## config.mk

```make
export PLATFORM = sky130hd
export DESIGN_NAME = uart_tx_mmio
export DESIGN_NICKNAME = d
export VERILOG_FILES = /design/src/rtl/uart_pkg.sv /design/src/rtl/sync_fifo.sv /design/src/rtl/uart_tx_mmio.sv
export SDC_FILE = /design/constraint.sdc
export NUM_CORES = 1
export LEC_CHECK = 0
export CAP_MARGIN = 10
export CORE_MARGIN = 2
export CORE_UTILIZATION = 25
export CTS_CLUSTER_SIZE = 24
export DETAILED_ROUTE_END_ITERATION = 8
export GPL_TIMING_DRIVEN = 0
export SYNTH_ARGS = -nofsm -noshare
export SYNTH_HDL_FRONTEND = slang
export SYNTH_SLANG_ARGS = --single-unit
```

## constraint.sdc

```tcl
create_clock -name clk -period 3.1 [get_ports clk]
set_input_delay 0.465 -clock clk [delete_from_list [all_inputs] [get_ports clk]]
set_output_delay 0.465 -clock clk [all_outputs]
set_load 0.02 [all_outputs]
```

## src/rtl/uart_pkg.sv

```systemverilog
// Shared types and register map for the memory-mapped UART transmitter.
package uart_pkg;

    typedef enum logic [1:0] {
        IDLE,
        START,
        DATA,
        STOP
    } uart_state_t;

    localparam logic [31:0] TXDATA_OFS = 32'd0;
    localparam logic [31:0] STATUS_OFS = 32'd4;

    localparam int BUSY_BIT  = 0;
    localparam int FULL_BIT  = 1;
    localparam int OVF_BIT   = 2;
    localparam int COUNT_LSB = 8;

endpackage

```

## src/rtl/sync_fifo.sv

```systemverilog
// Small first-word-fallthrough FIFO; pointers wrap modulo DEPTH, which need not be a power of two.
module sync_fifo #(
    parameter int WIDTH = 8,
    parameter int DEPTH = 4,
    localparam int CNT_W = $clog2(DEPTH + 1)
) (
    input  logic             clk,
    input  logic             n_reset,
    input  logic             push,
    input  logic [WIDTH-1:0] din,
    input  logic             pop,
    output logic [WIDTH-1:0] dout,
    output logic [CNT_W-1:0] count,
    output logic             full,
    output logic             empty
);

    localparam int PTR_W = $clog2(DEPTH);

    logic [WIDTH-1:0] mem_q [DEPTH];
    logic [PTR_W-1:0] wr_ptr_q, wr_ptr_d;
    logic [PTR_W-1:0] rd_ptr_q, rd_ptr_d;
    logic [CNT_W-1:0] count_q, count_d;
    logic             do_push;
    logic             do_pop;

    function automatic logic [PTR_W-1:0] ptr_inc(input logic [PTR_W-1:0] p);
        return (p == PTR_W'(DEPTH - 1)) ? '0 : p + 1'b1;
    endfunction

    assign full  = (count_q == CNT_W'(DEPTH));
    assign empty = (count_q == '0);
    assign count = count_q;
    assign dout  = mem_q[rd_ptr_q];

    always_comb begin
        do_push  = push && !full;
        do_pop   = pop && !empty;
        wr_ptr_d = do_push ? ptr_inc(wr_ptr_q) : wr_ptr_q;
        rd_ptr_d = do_pop ? ptr_inc(rd_ptr_q) : rd_ptr_q;
        case ({do_push, do_pop})
            2'b10:   count_d = count_q + 1'b1;
            2'b01:   count_d = count_q - 1'b1;
            default: count_d = count_q;
        endcase
    end

    always_ff @(posedge clk or negedge n_reset) begin
        if (!n_reset) begin
            wr_ptr_q <= '0;
            rd_ptr_q <= '0;
            count_q  <= '0;
        end else begin
            wr_ptr_q <= wr_ptr_d;
            rd_ptr_q <= rd_ptr_d;
            count_q  <= count_d;
        end
    end

    // Storage carries no reset; only entries between the pointers are ever observed.
    always_ff @(posedge clk) begin
        if (do_push) begin
            mem_q[wr_ptr_q] <= din;
        end
    end

endmodule

```

## src/rtl/uart_tx_mmio.sv

```systemverilog
// Memory-mapped 8N1 UART transmitter: TXDATA pushes into a FIFO, STATUS reports busy/full/overflow/count.
module uart_tx_mmio
    import uart_pkg::*;
#(
    parameter logic [31:0] BASE_ADDR    = 32'h0000_1000,
    parameter int          CLKS_PER_BIT = 16,
    parameter int          FIFO_DEPTH   = 4
) (
    input  logic        clk,
    input  logic        n_reset,
    input  logic [31:0] addr,
    input  logic [31:0] din,
    input  logic        we,
    output logic [31:0] dout,
    output logic        tx
);

    localparam int CNT_W  = $clog2(FIFO_DEPTH + 1);
    localparam int BAUD_W = $clog2(CLKS_PER_BIT);

    uart_state_t       state_q, state_d;
    logic [7:0]        shift_q, shift_d;
    logic [2:0]        bit_idx_q, bit_idx_d;
    logic [BAUD_W-1:0] baud_q, baud_d;
    logic              tx_q, tx_d;
    logic              ovf_q, ovf_d;

    logic              wr_txdata;
    logic              wr_status;
    logic              fifo_pop;
    logic [7:0]        fifo_dout;
    logic [CNT_W-1:0]  fifo_count;
    logic              fifo_full;
    logic              fifo_empty;
    logic              baud_wrap;
    logic              busy;
    logic              unused_din_hi;

    assign unused_din_hi = ^din[31:8];

    assign wr_txdata = we && (addr == BASE_ADDR + TXDATA_OFS);
    assign wr_status = we && (addr == BASE_ADDR + STATUS_OFS);

    sync_fifo #(
        .WIDTH (8),
        .DEPTH (FIFO_DEPTH)
    ) u_fifo (
        .clk     (clk),
        .n_reset (n_reset),
        .push    (wr_txdata),
        .din     (din[7:0]),
        .pop     (fifo_pop),
        .dout    (fifo_dout),
        .count   (fifo_count),
        .full    (fifo_full),
        .empty   (fifo_empty)
    );

    assign baud_wrap = (baud_q == BAUD_W'(CLKS_PER_BIT - 1));
    assign busy      = (state_q != IDLE) || (fifo_count != '0);
    assign tx        = tx_q;

    always_comb begin
        dout = '0;
        if (addr == BASE_ADDR + STATUS_OFS) begin
            dout[BUSY_BIT]          = busy;
            dout[FULL_BIT]          = fifo_full;
            dout[OVF_BIT]           = ovf_q;
            dout[COUNT_LSB +: 8]    = 8'(fifo_count);
        end
    end

    always_comb begin
        // Fullness is the pre-edge view, so a concurrent pop never rescues a dropped byte.
        ovf_d = ovf_q;
        if (wr_status) begin
            ovf_d = 1'b0;
        end else if (wr_txdata && fifo_full) begin
            ovf_d = 1'b1;
        end
    end

    always_comb begin
        state_d   = state_q;
        shift_d   = shift_q;
        bit_idx_d = bit_idx_q;
        baud_d    = baud_q;
        tx_d      = tx_q;
        fifo_pop  = 1'b0;
        case (state_q)
            IDLE: begin
                tx_d = 1'b1;
                if (!fifo_empty) begin
                    fifo_pop = 1'b1;
                    shift_d  = fifo_dout;
                    baud_d   = '0;
                    state_d  = START;
                    tx_d     = 1'b0;
                end
            end
            START: begin
                if (baud_wrap) begin
                    baud_d    = '0;
                    bit_idx_d = '0;
                    state_d   = DATA;
                    tx_d      = shift_q[0];
                end else begin
                    baud_d = baud_q + 1'b1;
                end
            end
            DATA: begin
                if (baud_wrap) begin
                    baud_d = '0;
                    if (bit_idx_q == 3'd7) begin
                        state_d = STOP;
                        tx_d    = 1'b1;
                    end else begin
                        bit_idx_d = bit_idx_q + 1'b1;
                        shift_d   = shift_q >> 1;
                        tx_d      = shift_q[1];
                    end
                end else begin
                    baud_d = baud_q + 1'b1;
                end
            end
            STOP: begin
                if (baud_wrap) begin
                    baud_d = '0;
                    // Back-to-back frames: the next start bit follows the stop bit directly.
                    if (!fifo_empty) begin
                        fifo_pop = 1'b1;
                        shift_d  = fifo_dout;
                        state_d  = START;
                        tx_d     = 1'b0;
                    end else begin
                        state_d = IDLE;
                        tx_d    = 1'b1;
                    end
                end else begin
                    baud_d = baud_q + 1'b1;
                end
            end
            default: begin
                state_d = IDLE;
                tx_d    = 1'b1;
            end
        endcase
    end

    always_ff @(posedge clk or negedge n_reset) begin
        if (!n_reset) begin
            state_q   <= IDLE;
            shift_q   <= '0;
            bit_idx_q <= '0;
            baud_q    <= '0;
            tx_q      <= 1'b1;
            ovf_q     <= 1'b0;
        end else begin
            state_q   <= state_d;
            shift_q   <= shift_d;
            bit_idx_q <= bit_idx_d;
            baud_q    <= baud_d;
            tx_q      <= tx_d;
            ovf_q     <= ovf_d;
        end
    end

endmodule

```

==> results of run 1 <==
cell usage in the layout (no fill, tap or decap), drive strengths merged, types with 5 or more instances in the layout:
| cell | synthesis | layout |
|---|---|---|
| edfxtp | 32 | 32 |
| nor2 | 5 | 5 |
| mux4 | 8 | 8 |
| nand3 | 6 | 6 |
| inv | 13 | 13 |
| a21oi | 5 | 5 |
| dfrtp | 25 | 25 |
| ha | 14 | 14 |
| o21ai | 9 | 9 |
| nor3 | 8 | 8 |
| mux2 | 20 | 20 |
| conb | 1 | 26 |
| clkbuf | 2 | 11 |
| nor4 | 12 | 12 |
| clkdlybuf4s50 | 0 | 48 |
| buf | 28 | 32 |
| and2 | 7 | 7 |
kinds of logic after synthesis:
group / Yosys count / share of synthesized area [%]
buffers and inverters: 43 / 8.86
AND/OR/NAND/NOR: 55 / 13.0
flip-flops: 58 / 52.1
other: 1 / 0.121
adder cells (fa/ha/maj): 15 / 6.31
AO/OA/AOI/OAI: 23 / 5.10
multiplexers: 29 / 13.7
XOR/XNOR: 3 / 0.849
worst max path at each step:
| stage | slack (ns) | endpoint | startpoint |
|---|---|---|---|
| floorplan | 0.81 | u_fifo.count[2] | state_q[0] |
| global placement | 0.11 | dout[10] | addr[13] |
| detailed placement | 0.08 | dout[10] | addr[16] |
| CTS | 0.08 | dout[10] | addr[16] |
| global route | 0.07 | dout[8] | addr[16] |
| finish | 0.14 | dout[8] | addr[16] |
cells in the mapped netlist (4+ instances only):
master,number
sky130_fd_sc_hd__nand2_1,4
sky130_fd_sc_hd__mux2_2,18
sky130_fd_sc_hd__dfrtp_1,25
sky130_fd_sc_hd__edfxtp_1,32
sky130_fd_sc_hd__buf_4,26
sky130_fd_sc_hd__a21oi_1,4
sky130_fd_sc_hd__inv_1,13
sky130_fd_sc_hd__nand3_1,5
sky130_fd_sc_hd__mux4_2,8
sky130_fd_sc_hd__o21ai_0,9
sky130_fd_sc_hd__nor3_1,7
sky130_fd_sc_hd__nor2_1,5
sky130_fd_sc_hd__nor4_1,7
sky130_fd_sc_hd__ha_1,14
sky130_fd_sc_hd__nor4_2,5
sky130_fd_sc_hd__and2_1,7
power by group through the flow:
| stage | combinational, mW | clock [mW] | sequential (mW) |
|---|---|---|---|
| global route | 0.136 | 1.10 | 0.815 |
| CTS | 0.126 | 1.07 | 0.816 |
| floorplan | 0.0581 | 0 | 0.831 |
| detailed placement | 0.126 | 0 | 0.830 |
| finish | 0.125 | 1.04 | 0.816 |
| global placement | 0.124 | 0 | 0.830 |
sequential cells by signal, indices dropped and copies added (netlist names):
| name | count |
|---|---|
| u_fifo.rd_ptr_q | 2 |
| u_fifo.count | 3 |
| u_fifo.mem_q | 32 |
| bit_idx_q | 3 |
| baud_q | 4 |
| tx | 1 |
| shift_q | 8 |
| u_fifo.wr_ptr_q | 2 |
| state_q | 2 |
| ovf_q | 1 |
routing by layer:
layer | GRT usage, % | share of wire [%] | routed length [um] | vias to the layer above
li1 | - | - | - | 965
met1 | 10.5 | 44 | 2490 | 909
met2 | 15.1 | 53 | 3050 | 35
met3 | 1.74 | 2.6 | 146 | 2
met4 | 3.37 | 0.40 | 23 | 0
met5 | 0 | 0 | 0 | -
layout make-up:
cell class                 count  area, sq um
buffer                        30          225
clock buffer                   9          225
clock inverter                 7         93.8
fill                        1155         7840
inverter                      13         48.8
multi-input combinational    151         1300
sequential                    58         1610
tap                          168          210
timing repair buffer          52          508
through the flow:
stage	area [sq um]	cells
after CTS	4210	485
final	4230	488
after detailed placement	3890	469
after global routing	4230	488
after floorplan	3190	252
after global placement	3890	469
repair_timing:
item / in CTS / in global routing
setup buffers: 0 / 3
setup endpoints to repair: 0 / 2
endpoints found under the hold margin: 0 / 0
==> results_tabular.tex, run 1 <==
\begin{tabular}{lr}
\hline
Metric & Value \\
\hline
\multicolumn{2}{l}{\textbf{Floorplanning}} \\
Standard-cell row count & 40 \\
Die Span Y & 115 um \\
Floorplan die area & 13,300 sq um \\
Number of top-level design ports & 100 \\
Core area & 12,100 sq um \\
Die Wd & 115 um \\
Starting Density & 25.7\% \\
\multicolumn{2}{l}{\textbf{Pwr}} \\
Internal power component & 1.59 mW \\
Leakage power of the design & approximately 1.7 nW \\
Final total power & 1.98 mW \\
Maximum VDD drop & 0.000404 V \\
Switching pwr & roughly 400 uW \\
Switching part of the total power & 20.0\% \\
Power per cell area & 470 nW/um\^{}2 \\
Combinational group share of total power & approximately 6.3\% \\
Share of total power in sequential cells & 41.1\% \\
Clk network pwr share & $\sim$53\% \\
\multicolumn{2}{l}{\textbf{Timing}} \\
Max-slew headroom at the worst pin & 58.7\% \\
Skew final & $\sim$0.0061 ns \\
Worst Hold Margin & 0.166 ns \\
Final critical-path required period & 2.96 ns \\
Peak clock frequency supported by timing & between 300 and 400 MHz \\
Slew of the pin with the lowest slew margin & 0.619 ns \\
Fin worst setup slack & 0.144 ns \\
Final total negative setup slack & 0 ns \\
Endpoints failing setup & 0 \\
Tcrit/Tclk final & 95.4\% \\
Hold violation total from the final report & 0 \\
Final max-slew violation count & 0 \\
Unrepaired setup endpoints after global routing & false \\
\multicolumn{2}{l}{\textbf{Synthesis}} \\
Area fraction of the dominant cell type after synthesis & 31.1\% \\
Number of enable-type register cells in the synthesized netlist & 32 \\
Top FF cell, synth & sky130\_fd\_sc\_hd\_\_edfxtp\_1 \\
Synthesis-stage register bit count & 58 \\
Warnings from Yosys & 0 \\
Async SR Flop Fraction & 44.8\% \\
Cells taking the most area after synthesis & sky130\_fd\_sc\_hd\_\_edfxtp\_1, sky130\_fd\_sc\_hd\_\_dfrtp\_1, sky130\_fd\_sc\_hd\_\_mux2\_2 \\
Cell count after synthesis & roughly 230 \\
Count of distinct cell types in the synthesized netlist & 45 \\
Avg Inst Size Synth & 13.6 sq um \\
Post-Syn Area & 3090 sq um \\
Cell taking the most area after synthesis & sky130\_fd\_sc\_hd\_\_edfxtp\_1 \\
Sequential area share after synthesis & between 50 and 60\% \\
\multicolumn{2}{l}{\textbf{Critical path}} \\
Startpoint kind of the worst setup timing path & primary input \\
Logic depth of the worst path, buffers included & 6 \\
Worst setup slack for register-to-register paths & 0.48 ns \\
Chain of cells forming the critical path & clkdlybuf4s50\_1 -> nor4\_1 -> nand4\_2 -> buf\_4 -> nor4\_1 -> clkdlybuf4s50\_1 \\
Critical path data arrival time & 2.49 ns \\
Class of the most critical setup path & in2out \\
Worst R2R Start & state\_q[0] \\
Terminus of the critical flop-to-flop path & u\_fifo.count[2] \\
Worst reg-to-reg path cell count & 9 \\
Required arrival time at the worst endpoint & between 2 and 3 ns \\
Largest stage delay on the critical path & 0.66 ns \\
Standard cell with the maximum stage delay on the critical path & sky130\_fd\_sc\_hd\_\_clkdlybuf4s50\_1 \\
Max FO, Critical Path & 5 \\
Gate family responsible for the most delay along the worst path & buffers and inverters \\
WP buf/inv & 3 \\
Worst Setup End Kind & primary output \\
\multicolumn{2}{l}{\textbf{Run}} \\
Max Cap Violations & 0 \\
\multicolumn{2}{l}{\textbf{Placed design}} \\
Placer's final routability congestion estimate & between 0.6 and 0.7 \\
Input/output buffers & a little under 50 \\
Setup slack after placement & 0.0806 ns \\
HPWL after detailed placement & 4220 um \\
\multicolumn{2}{l}{\textbf{Global routing}} \\
Global routing usage summed across all routing layers & 8.67\% \\
Largest net degree at the start of global routing & 27 \\
Congestion Overflow GR & 0 \\
Initial antenna violation count & 0 \\
Wire length of the first global-routing pass & a little under 9000 um \\
Via count of the first global-routing pass & 1,774 \\
\multicolumn{2}{l}{\textbf{Finish}} \\
Number of diodes added for antenna fixing & 0 \\
Area added between synthesis and finish & 36.6\% \\
Fraction of final layout cells sized beyond drive strength 1 & 28.7\% \\
Number of nets at the end of the flow & 397 \\
Core Util, Final & between 30\% and 40\% \\
\multicolumn{2}{l}{\textbf{Clock tree}} \\
Clock insertion delay at the later pin of the skew report & a little over 0.3 ns \\
H-Tree Depth & 3 \\
CTS sink cnt & 58 \\
Number of instances resized during post-cts repair & 0 \\
Root buf cell & sky130\_fd\_sc\_hd\_\_clkbuf\_16 \\
Number of buffers added by the clock tree synthesis step & 9 \\
Clock tree from TritonCTS & built \\
Number of buffers on the longest clock path & 2 \\
Hold-fix buffers at CTS & 0 \\
Clock slew seen by the registers of the worst setup and hold paths & 0.05 ns \\
\multicolumn{2}{l}{\textbf{Detailed routing}} \\
Number of design rule violations left after detail routing & 0 \\
Antenna viol nets, final & 0 \\
Length of the first detailed-routing pass in iterations & 4 \\
Final WL & 5710 um \\
Number of vias per cell after detailed routing & 3.92 \\
Routed wirelength normalized by instance count & roughly 12 um \\
DR vias & between 1,500 and 2,000 \\
Detailed router's first-iteration violation count & $\sim$60 \\
\multicolumn{2}{l}{\textbf{Run status}} \\
Run status & completed \\
\multicolumn{2}{l}{\textbf{Min path}} \\
Kind of path behind the tightest hold check & in2async \\
\hline
\end{tabular}
Note: power is estimated with default switching activity, not from simulation.
==> inputs of run 2 (changes only) <==
--- a/config.mk
+++ b/config.mk
@@ -8,9 +8,10 @@
 export CAP_MARGIN = 10
 export CORE_MARGIN = 2
 export CORE_UTILIZATION = 25
-export CTS_CLUSTER_SIZE = 24
+export CTS_CLUSTER_SIZE = 30
 export DETAILED_ROUTE_END_ITERATION = 8
 export GPL_TIMING_DRIVEN = 0
+export SLEW_MARGIN = 20
 export SYNTH_ARGS = -nofsm -noshare
 export SYNTH_HDL_FRONTEND = slang
 export SYNTH_SLANG_ARGS = --single-unit
==> results of run 2 <==
No change in the layout: final DEF, timing and power equal those of run 1.
Among the figures that moved: cell area after placement 3890 sq um -> 3880 sq um; wire length of the first global-routing pass 8810 um -> 8800 um; overall routing resource usage 8.67% -> 8.65%
==> inputs of run 3 (changes only) <==
--- a/config.mk
+++ b/config.mk
@@ -11,7 +11,7 @@
 export CTS_CLUSTER_SIZE = 30
 export DETAILED_ROUTE_END_ITERATION = 8
 export GPL_TIMING_DRIVEN = 0
-export SLEW_MARGIN = 20
+export SLEW_MARGIN = 40
 export SYNTH_ARGS = -nofsm -noshare
 export SYNTH_HDL_FRONTEND = slang
 export SYNTH_SLANG_ARGS = --single-unit
==> results of run 3 <==
No change in the layout: final DEF, timing and power equal those of run 1.
Among the figures that moved: cell area after placement 3890 sq um -> 3880 sq um; wire length of the first global-routing pass 8810 um -> 8800 um; overall routing resource usage 8.67% -> 8.65%
